File: src/rtl/hazard_pkg.sv
// rtl/hazard_pkg.sv - shared types and pattern constants for the hazard pattern decoder
package hazard_pkg;

  localparam logic [2:0] PAT_A = 3'b101;
  localparam logic [2:0] PAT_B = 3'b010;
  localparam logic [2:0] PAT_C = 3'b001;
  localparam logic [2:0] PAT_D = 3'b100;

  // mode_t and xclass_t share encodings so a confirmed class maps directly onto a mode
  typedef enum logic [1:0] {
    MODE_CALM  = 2'd0,
    MODE_SEQ01 = 2'd1,
    MODE_SEQ10 = 2'd2
  } mode_t;

  typedef enum logic [1:0] {
    X_CALM    = 2'd0,
    X_SEQ01   = 2'd1,
    X_SEQ10   = 2'd2,
    X_INVALID = 2'd3
  } xclass_t;

  typedef enum logic [1:0] {
    ST_IDLE   = 2'd0,
    ST_TRACK  = 2'd1,
    ST_LOCKED = 2'd2
  } dec_state_t;

  function automatic logic is_legal(input logic [2:0] p);
    return (p == PAT_A) || (p == PAT_B) || (p == PAT_C) || (p == PAT_D);
  endfunction

endpackage

File: src/rtl/hazard_pattern_decoder_if.sv
// rtl/hazard_pattern_decoder_if.sv - pattern input and recovered-mode outputs of the decoder
interface hazard_pattern_decoder_if #(
  parameter int ERR_W = 8
);
  logic             pat_valid;
  logic [2:0]       pat;
  logic [1:0]       mode;
  logic             locked;
  logic             lock_evt;
  logic             err;
  logic [ERR_W-1:0] err_count;

  modport master (
    output pat_valid, pat,
    input  mode, locked, lock_evt, err, err_count
  );

  modport slave (
    input  pat_valid, pat,
    output mode, locked, lock_evt, err, err_count
  );
endinterface

File: src/rtl/hazard_transition_classify.sv
// rtl/hazard_transition_classify.sv - combinational classification of a (prev, cur) pattern pair
module hazard_transition_classify
  import hazard_pkg::*;
(
  input  logic [2:0] prev,
  input  logic [2:0] cur,
  output xclass_t    xclass
);

  always_comb begin
    xclass = X_INVALID;
    if (is_legal(prev) && is_legal(cur)) begin
      // every legal pattern may return to A; repeats of A fall through to INVALID
      if (cur == PAT_A && prev != PAT_A) begin
        xclass = X_CALM;
      end else begin
        case ({prev, cur})
          {PAT_A, PAT_B}: xclass = X_CALM;
          {PAT_A, PAT_C},
          {PAT_C, PAT_B},
          {PAT_B, PAT_D},
          {PAT_D, PAT_C}: xclass = X_SEQ01;
          {PAT_A, PAT_D},
          {PAT_D, PAT_B},
          {PAT_B, PAT_C},
          {PAT_C, PAT_D}: xclass = X_SEQ10;
          default:        xclass = X_INVALID;
        endcase
      end
    end
  end

endmodule

File: src/rtl/hazard_pattern_decoder.sv
// rtl/hazard_pattern_decoder.sv - recovers controller mode from the hazard pattern stream and flags illegal traffic
module hazard_pattern_decoder
  import hazard_pkg::*;
#(
  parameter int LOCK_COUNT = 3,
  parameter int ERR_W      = 8
) (
  input  logic                     clk,
  input  logic                     reset,
  hazard_pattern_decoder_if.slave  bus
);

  localparam int             CW    = $clog2(LOCK_COUNT + 1);
  localparam logic [CW-1:0]  LC_V  = CW'(LOCK_COUNT);
  localparam logic [CW-1:0]  ONE_V = CW'(1);

  dec_state_t       state;
  logic [2:0]       prev_pat;
  xclass_t          cand;
  logic [CW-1:0]    cnt;
  mode_t            mode_r;
  logic             locked_r;
  logic             lock_evt_r;
  logic             err_r;
  logic [ERR_W-1:0] err_count_r;

  xclass_t          xclass;
  logic [CW-1:0]    cnt_next;
  logic [ERR_W-1:0] err_count_inc;

  hazard_transition_classify u_classify (
    .prev   (prev_pat),
    .cur    (bus.pat),
    .xclass (xclass)
  );

  // a run only continues if it was already started; cnt == 0 means history was broken
  always_comb begin
    cnt_next = ONE_V;
    if (xclass == cand && cnt != '0) begin
      cnt_next = (cnt == LC_V) ? cnt : cnt + ONE_V;
    end
  end

  assign err_count_inc = (&err_count_r) ? err_count_r : err_count_r + 1'b1;

  always_ff @(posedge clk) begin
    if (reset) begin
      state       <= ST_IDLE;
      prev_pat    <= 3'b000;
      cand        <= X_CALM;
      cnt         <= '0;
      mode_r      <= MODE_CALM;
      locked_r    <= 1'b0;
      lock_evt_r  <= 1'b0;
      err_r       <= 1'b0;
      err_count_r <= '0;
    end else begin
      lock_evt_r <= 1'b0;
      err_r      <= 1'b0;
      if (bus.pat_valid) begin
        if (state == ST_IDLE) begin
          if (is_legal(bus.pat)) begin
            prev_pat <= bus.pat;
            cnt      <= '0;
            state    <= ST_TRACK;
          end else begin
            err_r       <= 1'b1;
            err_count_r <= err_count_inc;
          end
        end else if (xclass == X_INVALID) begin
          err_r       <= 1'b1;
          err_count_r <= err_count_inc;
          locked_r    <= 1'b0;
          cnt         <= '0;
          if (is_legal(bus.pat)) begin
            prev_pat <= bus.pat;
            state    <= ST_TRACK;
          end else begin
            state    <= ST_IDLE;
          end
        end else begin
          prev_pat <= bus.pat;
          cand     <= xclass;
          cnt      <= cnt_next;
          if (cnt_next == LC_V) begin
            locked_r   <= 1'b1;
            mode_r     <= mode_t'(xclass);
            state      <= ST_LOCKED;
            lock_evt_r <= !locked_r;
          end else begin
            locked_r   <= 1'b0;
            state      <= ST_TRACK;
          end
        end
      end
    end
  end

  assign bus.mode      = mode_r;
  assign bus.locked    = locked_r;
  assign bus.lock_evt  = lock_evt_r;
  assign bus.err       = err_r;
  assign bus.err_count = err_count_r;

endmodule

File: src/flat_wrapper.sv
// flat-port wrapper written by rule: the top's interface ports become plain ports
module hazard_pattern_decoder_flat import hazard_pkg::*;
#(
  parameter int LOCK_COUNT = 3,
  parameter int ERR_W      = 8
)
  (clk, reset, bus_pat_valid, bus_pat, bus_mode, bus_locked, bus_lock_evt, bus_err, bus_err_count);
  hazard_pattern_decoder_if #(.ERR_W(ERR_W)) bus_i ();
  input  logic clk;
  input  logic reset;
  input wire logic [$bits(bus_i.pat_valid)-1:0] bus_pat_valid;
  input wire logic [$bits(bus_i.pat)-1:0] bus_pat;
  output wire logic [$bits(bus_i.mode)-1:0] bus_mode;
  output wire logic [$bits(bus_i.locked)-1:0] bus_locked;
  output wire logic [$bits(bus_i.lock_evt)-1:0] bus_lock_evt;
  output wire logic [$bits(bus_i.err)-1:0] bus_err;
  output wire logic [$bits(bus_i.err_count)-1:0] bus_err_count;
  assign bus_i.pat_valid = bus_pat_valid;
  assign bus_i.pat = bus_pat;
  assign bus_mode = bus_i.mode;
  assign bus_locked = bus_i.locked;
  assign bus_lock_evt = bus_i.lock_evt;
  assign bus_err = bus_i.err;
  assign bus_err_count = bus_i.err_count;
  hazard_pattern_decoder #(.LOCK_COUNT(LOCK_COUNT), .ERR_W(ERR_W)) u_core (.clk(clk), .reset(reset), .bus(bus_i));
endmodule
File: config.mk
export PLATFORM = sky130hd
export DESIGN_NAME = hazard_pattern_decoder_flat
export DESIGN_NICKNAME = d
export VERILOG_FILES = /design/src/rtl/hazard_pkg.sv /design/src/rtl/hazard_pattern_decoder_if.sv /design/src/rtl/hazard_transition_classify.sv /design/src/rtl/hazard_pattern_decoder.sv /design/src/flat_wrapper.sv
export SDC_FILE = /design/constraint.sdc
export NUM_CORES = 1
export LEC_CHECK = 0
export CAP_MARGIN = 20
export CORE_MARGIN = 1
export CORE_UTILIZATION = 55
export CTS_BUF_LIST = sky130_fd_sc_hd__clkbuf_4
export CTS_CLUSTER_DIAMETER = 150
export DETAILED_ROUTE_END_ITERATION = 16
export DONT_BUFFER_PORTS = 1
export GPL_TIMING_DRIVEN = 0
export PLACE_DENSITY = 0.7
export SETUP_SLACK_MARGIN = 0.1
export SLEW_MARGIN = 20
export SYNTH_ARGS = -nofsm -noshare
export SYNTH_HDL_FRONTEND = slang
export SYNTH_HIERARCHICAL = 1
export SYNTH_SLANG_ARGS = --single-unit
File: constraint.sdc
create_clock -name clk -period 2.5 [get_ports clk]
set_input_delay 0.375 -clock clk [delete_from_list [all_inputs] [get_ports clk]]
set_output_delay 0.375 -clock clk [all_outputs]
set_load 0.03 [all_outputs]
==> results.yml, run 1 <==
yosys:
  synth_cell_types: 42
  synth_seq_cells: 22
  seq_area_frac_synth_pct: 38.01
  ys_warn_count: 6
  yosysTopAreaCellShare_pct: 38.01
  syn_area_per_cell_um2: 8.711
  synth_area_leader_cell: "dfxtp_1"
  yosys-top-cells-area: "dfxtp_1, mux2i_1, a21oi_1"
  synth_enable_flop_cells: 0
  syn_inst: 133
  synth_area_mm2: 0.001159
  syn_nets: 140
  async_reset_ff_share_pct: 0
  ys.flop_type: "dfxtp_1"
worst_setup_path:
  cp-end-kind: "register"
  critPathMaxFanout: 6
  setup.worst_path.class: "reg2reg"
  worstPathRequired_ns: 2.72
  crit_arrival_ns: 2.46
  worst_setup_path_start_kind: "register"
hold_path:
  min_path_type: "in2reg"
route:
  ant_nets: 0
  drt_iter0_markers: 21
  drc: 0
  vias: 986
  avgViaCountPerCell: 6.049
  wire_per_inst_um: 14.31
  firstDrtPassIters: 4
  wirelength_um: 2332
timing:
  final.min_clock_period_ns: 2.239
  rsz0062_at_grt: "yes"
  relSlewSlack_pct: 56.70
  fin_tns_setup_ns: 0
  clock_skew_ns: 0.008953
  tightest_slew_ns: 0.6471
  fin_hold_ws_ns: 0.2126
  fin_crit_sh_pct: 89.55
  fmaxAchievable_mhz: 446.7
  finalHoldViolations: 0
  finalSetupViolations: 0
  maxSlewViolCount: 0
power_and_ir_drop:
  total_power_uw: 606.5
  p_int_uw: 446.2
  ir_drop_uv: 357.0
  combPwrFrac_pct: 11.2
  p_per_area_mw_per_mm2: 491.1
  seqPwrFrac_pct: 62.0
  p_leak_nw: 0.3982
  switchingPower_uw: 160.3
  netSwitchingFraction_pct: 26.43
  clkPwrFrac_pct: 26.9
clock_network:
  clock_path_buffers: 2
  cts_made_buffers: 3
  clk_pin_slew_ns: 0.12
  cts_root_buf: "clkbuf_4"
  cts_tree: "done"
  clock_sinks: 22
  post_cts_buffers: 0
  clkLatencyLatePin_ns: 0.31
  htree_num_levels: 1
layout:
  seqCellArea_um2: 442.9
  antenna-diode-count: 0
  stdcell_area_mm2: 0.001235
  multi_input_comb_area_um2: 694.4
  mostFrequentLayoutCell: "dfxtp_1"
  syn2layout_area_growth_pct: 6.587
  final_nets: 145
  final_layout_size_suffix_gt1_share_pct: 12.50
  final_cell_mix: "dfxtp_1, nor2_1, a21oi_1"
  fill_cells: 194
die:
  die_height_um: 47.90
  ios: 19
  dieArea_mm2: 0.002294
  rows: 16
  initial_utilization_pct: 59.06
  coreArea_mm2: 0.001962
  die_x_um: 47.90
grt:
  grt_max_degree: 12
  grt.total_usage_pct: 22.39
  grt_pass1_wl_um: 3553
  grt_pass1_vias: 802
  grt_overflow_total: 0
  antenna_found_initial: 0
placed_design:
  numPortBuffers: 0
  placed_cell_area_mm2: 0.001192
  place_congestion: 0.7721
  dp_hpwl_um: 1633
status:
  status: "finished clean"
run:
  drv_cap: 0
==> through the flow <==
step	util, %	worst slack (ns)	std cells
finish	62.95	0.2614	163
global route	62.95	0.1045	163
CTS	62.18	0.1286	163
detailed placement	60.78	0.05374	160
global placement	60.78	0.09331	160
floorplan	-	0.2924	133
==> cell usage after synthesis (3+ instances only) <==
cell	number
nor4_1	4
mux2i_1	6
nand2_1	6
nor2_1	14
o31ai_1	3
nor3_1	4
nand3_1	6
nor2b_1	3
dfxtp_1	22
nand2b_1	7
o21ai_0	5
a21oi_1	11
inv_1	6
==> power groups by stage <==
stage               combinational, mW  sequential [mW]  clock, mW
floorplan                      0.0563            0.380          0
global placement               0.0646            0.382          0
detailed placement             0.0665            0.383          0
CTS                            0.0676            0.375      0.166
global route                   0.0754            0.377      0.178
finish                         0.0679            0.376      0.163
==> registers in the layout (all words and copies together), names as in the netlist <==
register,cells
u_core/bus.err_count,8
u_core/bus.err,1
u_core/cnt,2
u_core/bus.lock_evt,1
u_core/bus.mode,2
u_core/bus.locked,1
u_core/prev_pat,3
u_core/state,2
u_core/cand,2
==> final timing paths <==
check / end / from / slack (ns) / cells after the start
setup / recovery: u_core/bus.err_count[7] / u_core/prev_pat[1] / 0.26 / 7
hold / removal: u_core/prev_pat[0] / bus_pat[0] / 0.21 / 2
setup reg to reg: u_core/bus.err_count[7] / u_core/prev_pat[1] / 0.26 / 7
hold reg to reg: u_core/cnt[0] / u_core/cnt[0] / 0.52 / 2
==> per-layer routing <==
layer	global-route usage, %	vias up	share of wire (%)	wire, µm
li1	-	497	-	-
met1	31.59	456	49	1140
met2	32.16	29	44	1015
met3	6.038	4	6.4	149
met4	8.889	0	1.1	26
met5	0	-	0	0
==> worst max-delay path, stage by stage, from the launching register on <==
cell and delay (ns):
dfxtp_2 0.37, nor3b_1 0.16, a32o_1 0.25, nor2_4 0.21, a2bb2oi_1 0.09, a311o_2 0.42, nor4_2 0.30, mux2_2 0.36
==> logic make-up after synthesis <==
logic type | Yosys count | synth area share [%]
flops | 22 | 38.01
compound gates | 33 | 20.95
xor+xnor | 2 | 1.512
fa+ha+maj | 1 | 1.080
simple gates | 58 | 27.75
buf+inv | 9 | 3.563
mux | 8 | 7.127
==> layout make-up <==
| type | count | area share [%] |
|---|---|---|
| sequential | 22 | 35.87 |
| buffer | 3 | 1.520 |
| clock buffer | 3 | 1.824 |
| multi-input combinational | 102 | 56.23 |
| tap | 27 | 2.736 |
| inverter | 6 | 1.824 |
==> repair_timing <==
| item | in CTS | in global routing |
|---|---|---|
| setup endpoints to repair | 2 | 3 |
| gates resized for setup | 1 | 4 |
| hold buffers | 0 | 0 |
| pin swaps | 0 | 0 |
| gates cloned | 0 | 0 |
Note: power is estimated with default switching activity, not from simulation.
==> run 2, diff against run 1 <==
--- a/config.mk
+++ b/config.mk
@@ -5,8 +5,9 @@
 export SDC_FILE = /design/constraint.sdc
 export NUM_CORES = 1
 export LEC_CHECK = 0
+export ABC_CLOCK_PERIOD_IN_PS = 2500
 export CAP_MARGIN = 20
-export CORE_MARGIN = 1
+export CORE_MARGIN = 4
 export CORE_UTILIZATION = 55
 export CTS_BUF_LIST = sky130_fd_sc_hd__clkbuf_4
 export CTS_CLUSTER_DIAMETER = 150
==> run 2 against run 1 <==
  * Via count fell by 0.30%
  * Cell area rose by 1.4%
  * Die area rose by 27%
  * Count of clock-buffer cells in the layout did not move
  * Routed wire length rose by 0.13%
  * Non-clock buffer count did not move
  * Register-to-register slack got worse by 0.06 ns
  * Critical endpoint is now u_core/bus.err_count[5]
==> results.yml, run 2 (synthesized netlist as in run 1, its figures left out) <==
grt:
  grt_pass1_vias: 922
  grt_pass1_wl_um: 4077
  grt.total_usage_pct: 19.04
  grt_overflow_total: 0
  grt_max_degree: 14
  antenna_found_initial: 0
clock_network:
  post_cts_buffers: 0
  cts_root_buf: "clkbuf_4"
  clkLatencyLatePin_ns: 0.30
  clock_path_buffers: 2
  clock_sinks: 22
  cts_tree: "done"
  htree_num_levels: 1
  hold_buffers: 0
  clk_pin_slew_ns: 0.11
  cts_made_buffers: 3
placed_design:
  place_congestion: 0.7596
  numPortBuffers: 0
  dp_slack_ns: 0.1040
  dp_hpwl_um: 1770
timing:
  clock_skew_ns: 0.01029
  rsz0062_at_grt: "no"
  final.min_clock_period_ns: 2.294
  fmaxAchievable_mhz: 436.0
  finalSetupViolations: 0
  maxSlewViolCount: 0
  relSlewSlack_pct: 63.96
  fin_tns_setup_ns: 0
  setup_slack_ns: 0.2062
  tightest_slew_ns: 0.5349
  finalHoldViolations: 0
  fin_crit_sh_pct: 91.75
route:
  drc: 0
  ant_nets: 0
  firstDrtPassIters: 4
  drt_iter0_markers: 9
  avgViaCountPerCell: 5.994
  wire_per_inst_um: 14.24
  vias: 983
  wirelength_um: 2335
worst_setup_path:
  cpMaxStageDelayCell: "a311o_2"
  path_cells: "nor3b_1, a32o_1, nor2_4, a2bb2oi_1, a311o_2, nor4_1, mux2_2"
  r2r_slack_ns: 0.21
  worst_setup_path_start_kind: "register"
  crit_arrival_ns: 2.49
  critPathMaxFanout: 6
  slowest_delay_ns: 0.42
  cp-end-kind: "register"
  worstPathRequired_ns: 2.70
  r2r_start: "u_core/prev_pat[1]"
  setup.worst_path.class: "reg2reg"
  crit_path_start: "u_core/prev_pat[1]"
hold_path:
  min_path_type: "in2reg"
  min_from: "bus_pat[0]"
die:
  dieArea_mm2: 0.002905
  coreArea_mm2: 0.001982
  die_x_um: 53.90
  ios: 19
  die_height_um: 53.90
  rows: 16
  initial_utilization_pct: 58.46
layout:
  final_layout_size_suffix_gt1_share_pct: 11.68
  final_nets: 145
  final_cell_mix: "dfxtp_1, nor2_1, a21oi_1"
  largest_register_ffs: 8
  mostFrequentLayoutCell: "dfxtp_1"
  syn2layout_area_growth_pct: 8.099
  antenna-diode-count: 0
run:
  drv_cap: 0
status:
  status: "finished clean"
power_and_ir_drop:
  ir_drop_uv: 473.5
  p_per_area_mw_per_mm2: 568.1
  p_leak_nw: 0.4122
run 2: changes by cell type in the layout (fill, tap and decap cells not counted), sizes merged:
cell,previous run,this run
bufinv,0,1
run 2: worst paths after layout:
check | cells past startpoint | to
worst max-delay path | 7 | u_core/bus.err_count[5]
worst min-delay path | 2 | u_core/prev_pat[0]
worst max register to register | 7 | u_core/bus.err_count[5]
worst min register to register | 2 | u_core/cand[0]
run 2: layout make-up:
cell class | instances | area (µm²)
buffer | 3 | 18.77
clock buffer | 3 | 22.52
clock inverter | 1 | 30.03
fill | 185 | 729.5
inverter | 6 | 22.52
multi-input combinational | 102 | 683.2
sequential | 22 | 441.7
tap | 27 | 33.78
run 2: critical path: cells and delay by family, from the launching register on:
family	cells	cell delay, ns
DFF	1	0.38
muxes	1	0.36
and+or+nand+nor	3	0.69
AOI/OAI and AO/OA	3	0.77
run 2: power by group:
| part | total, mW | switching [mW] | internal, mW |
|---|---|---|---|
| Clock | 0.268 | 0.106 | 0.162 |
| Sequential | 0.375 | 0.0165 | 0.359 |
| Combinational | 0.0684 | 0.0373 | 0.0311 |
| Total | 0.712 | 0.160 | 0.552 |
run 2: through the flow:
step	std cells	hold slack, ns	power [mW]	instance area (µm²)	utilization, %
floorplan	133	0.4748	0.4367	1159	-
global placement	160	0.4927	0.4468	1192	60.16
detailed placement	160	0.4972	0.4497	1192	60.16
CTS	164	0.2107	0.7194	1245	62.82
global route	164	0.2020	0.7520	1252	63.19
finish	164	0.2200	0.7115	1252	63.19
run 2: timing repair:
item / in CTS / in global routing
gates resized for setup: 0 / 3
endpoints found under the hold margin: 0 / 0
setup endpoints to repair: 0 / 6
run 2: layer usage:
metal  routed length (µm)  up-vias  track usage (%)
li1                     -      500                -
met1                 1128      463            24.49
met2                 1064       18            28.83
met3                  131        2            7.202
met4                   10        0            6.809
met5                    0        -                0
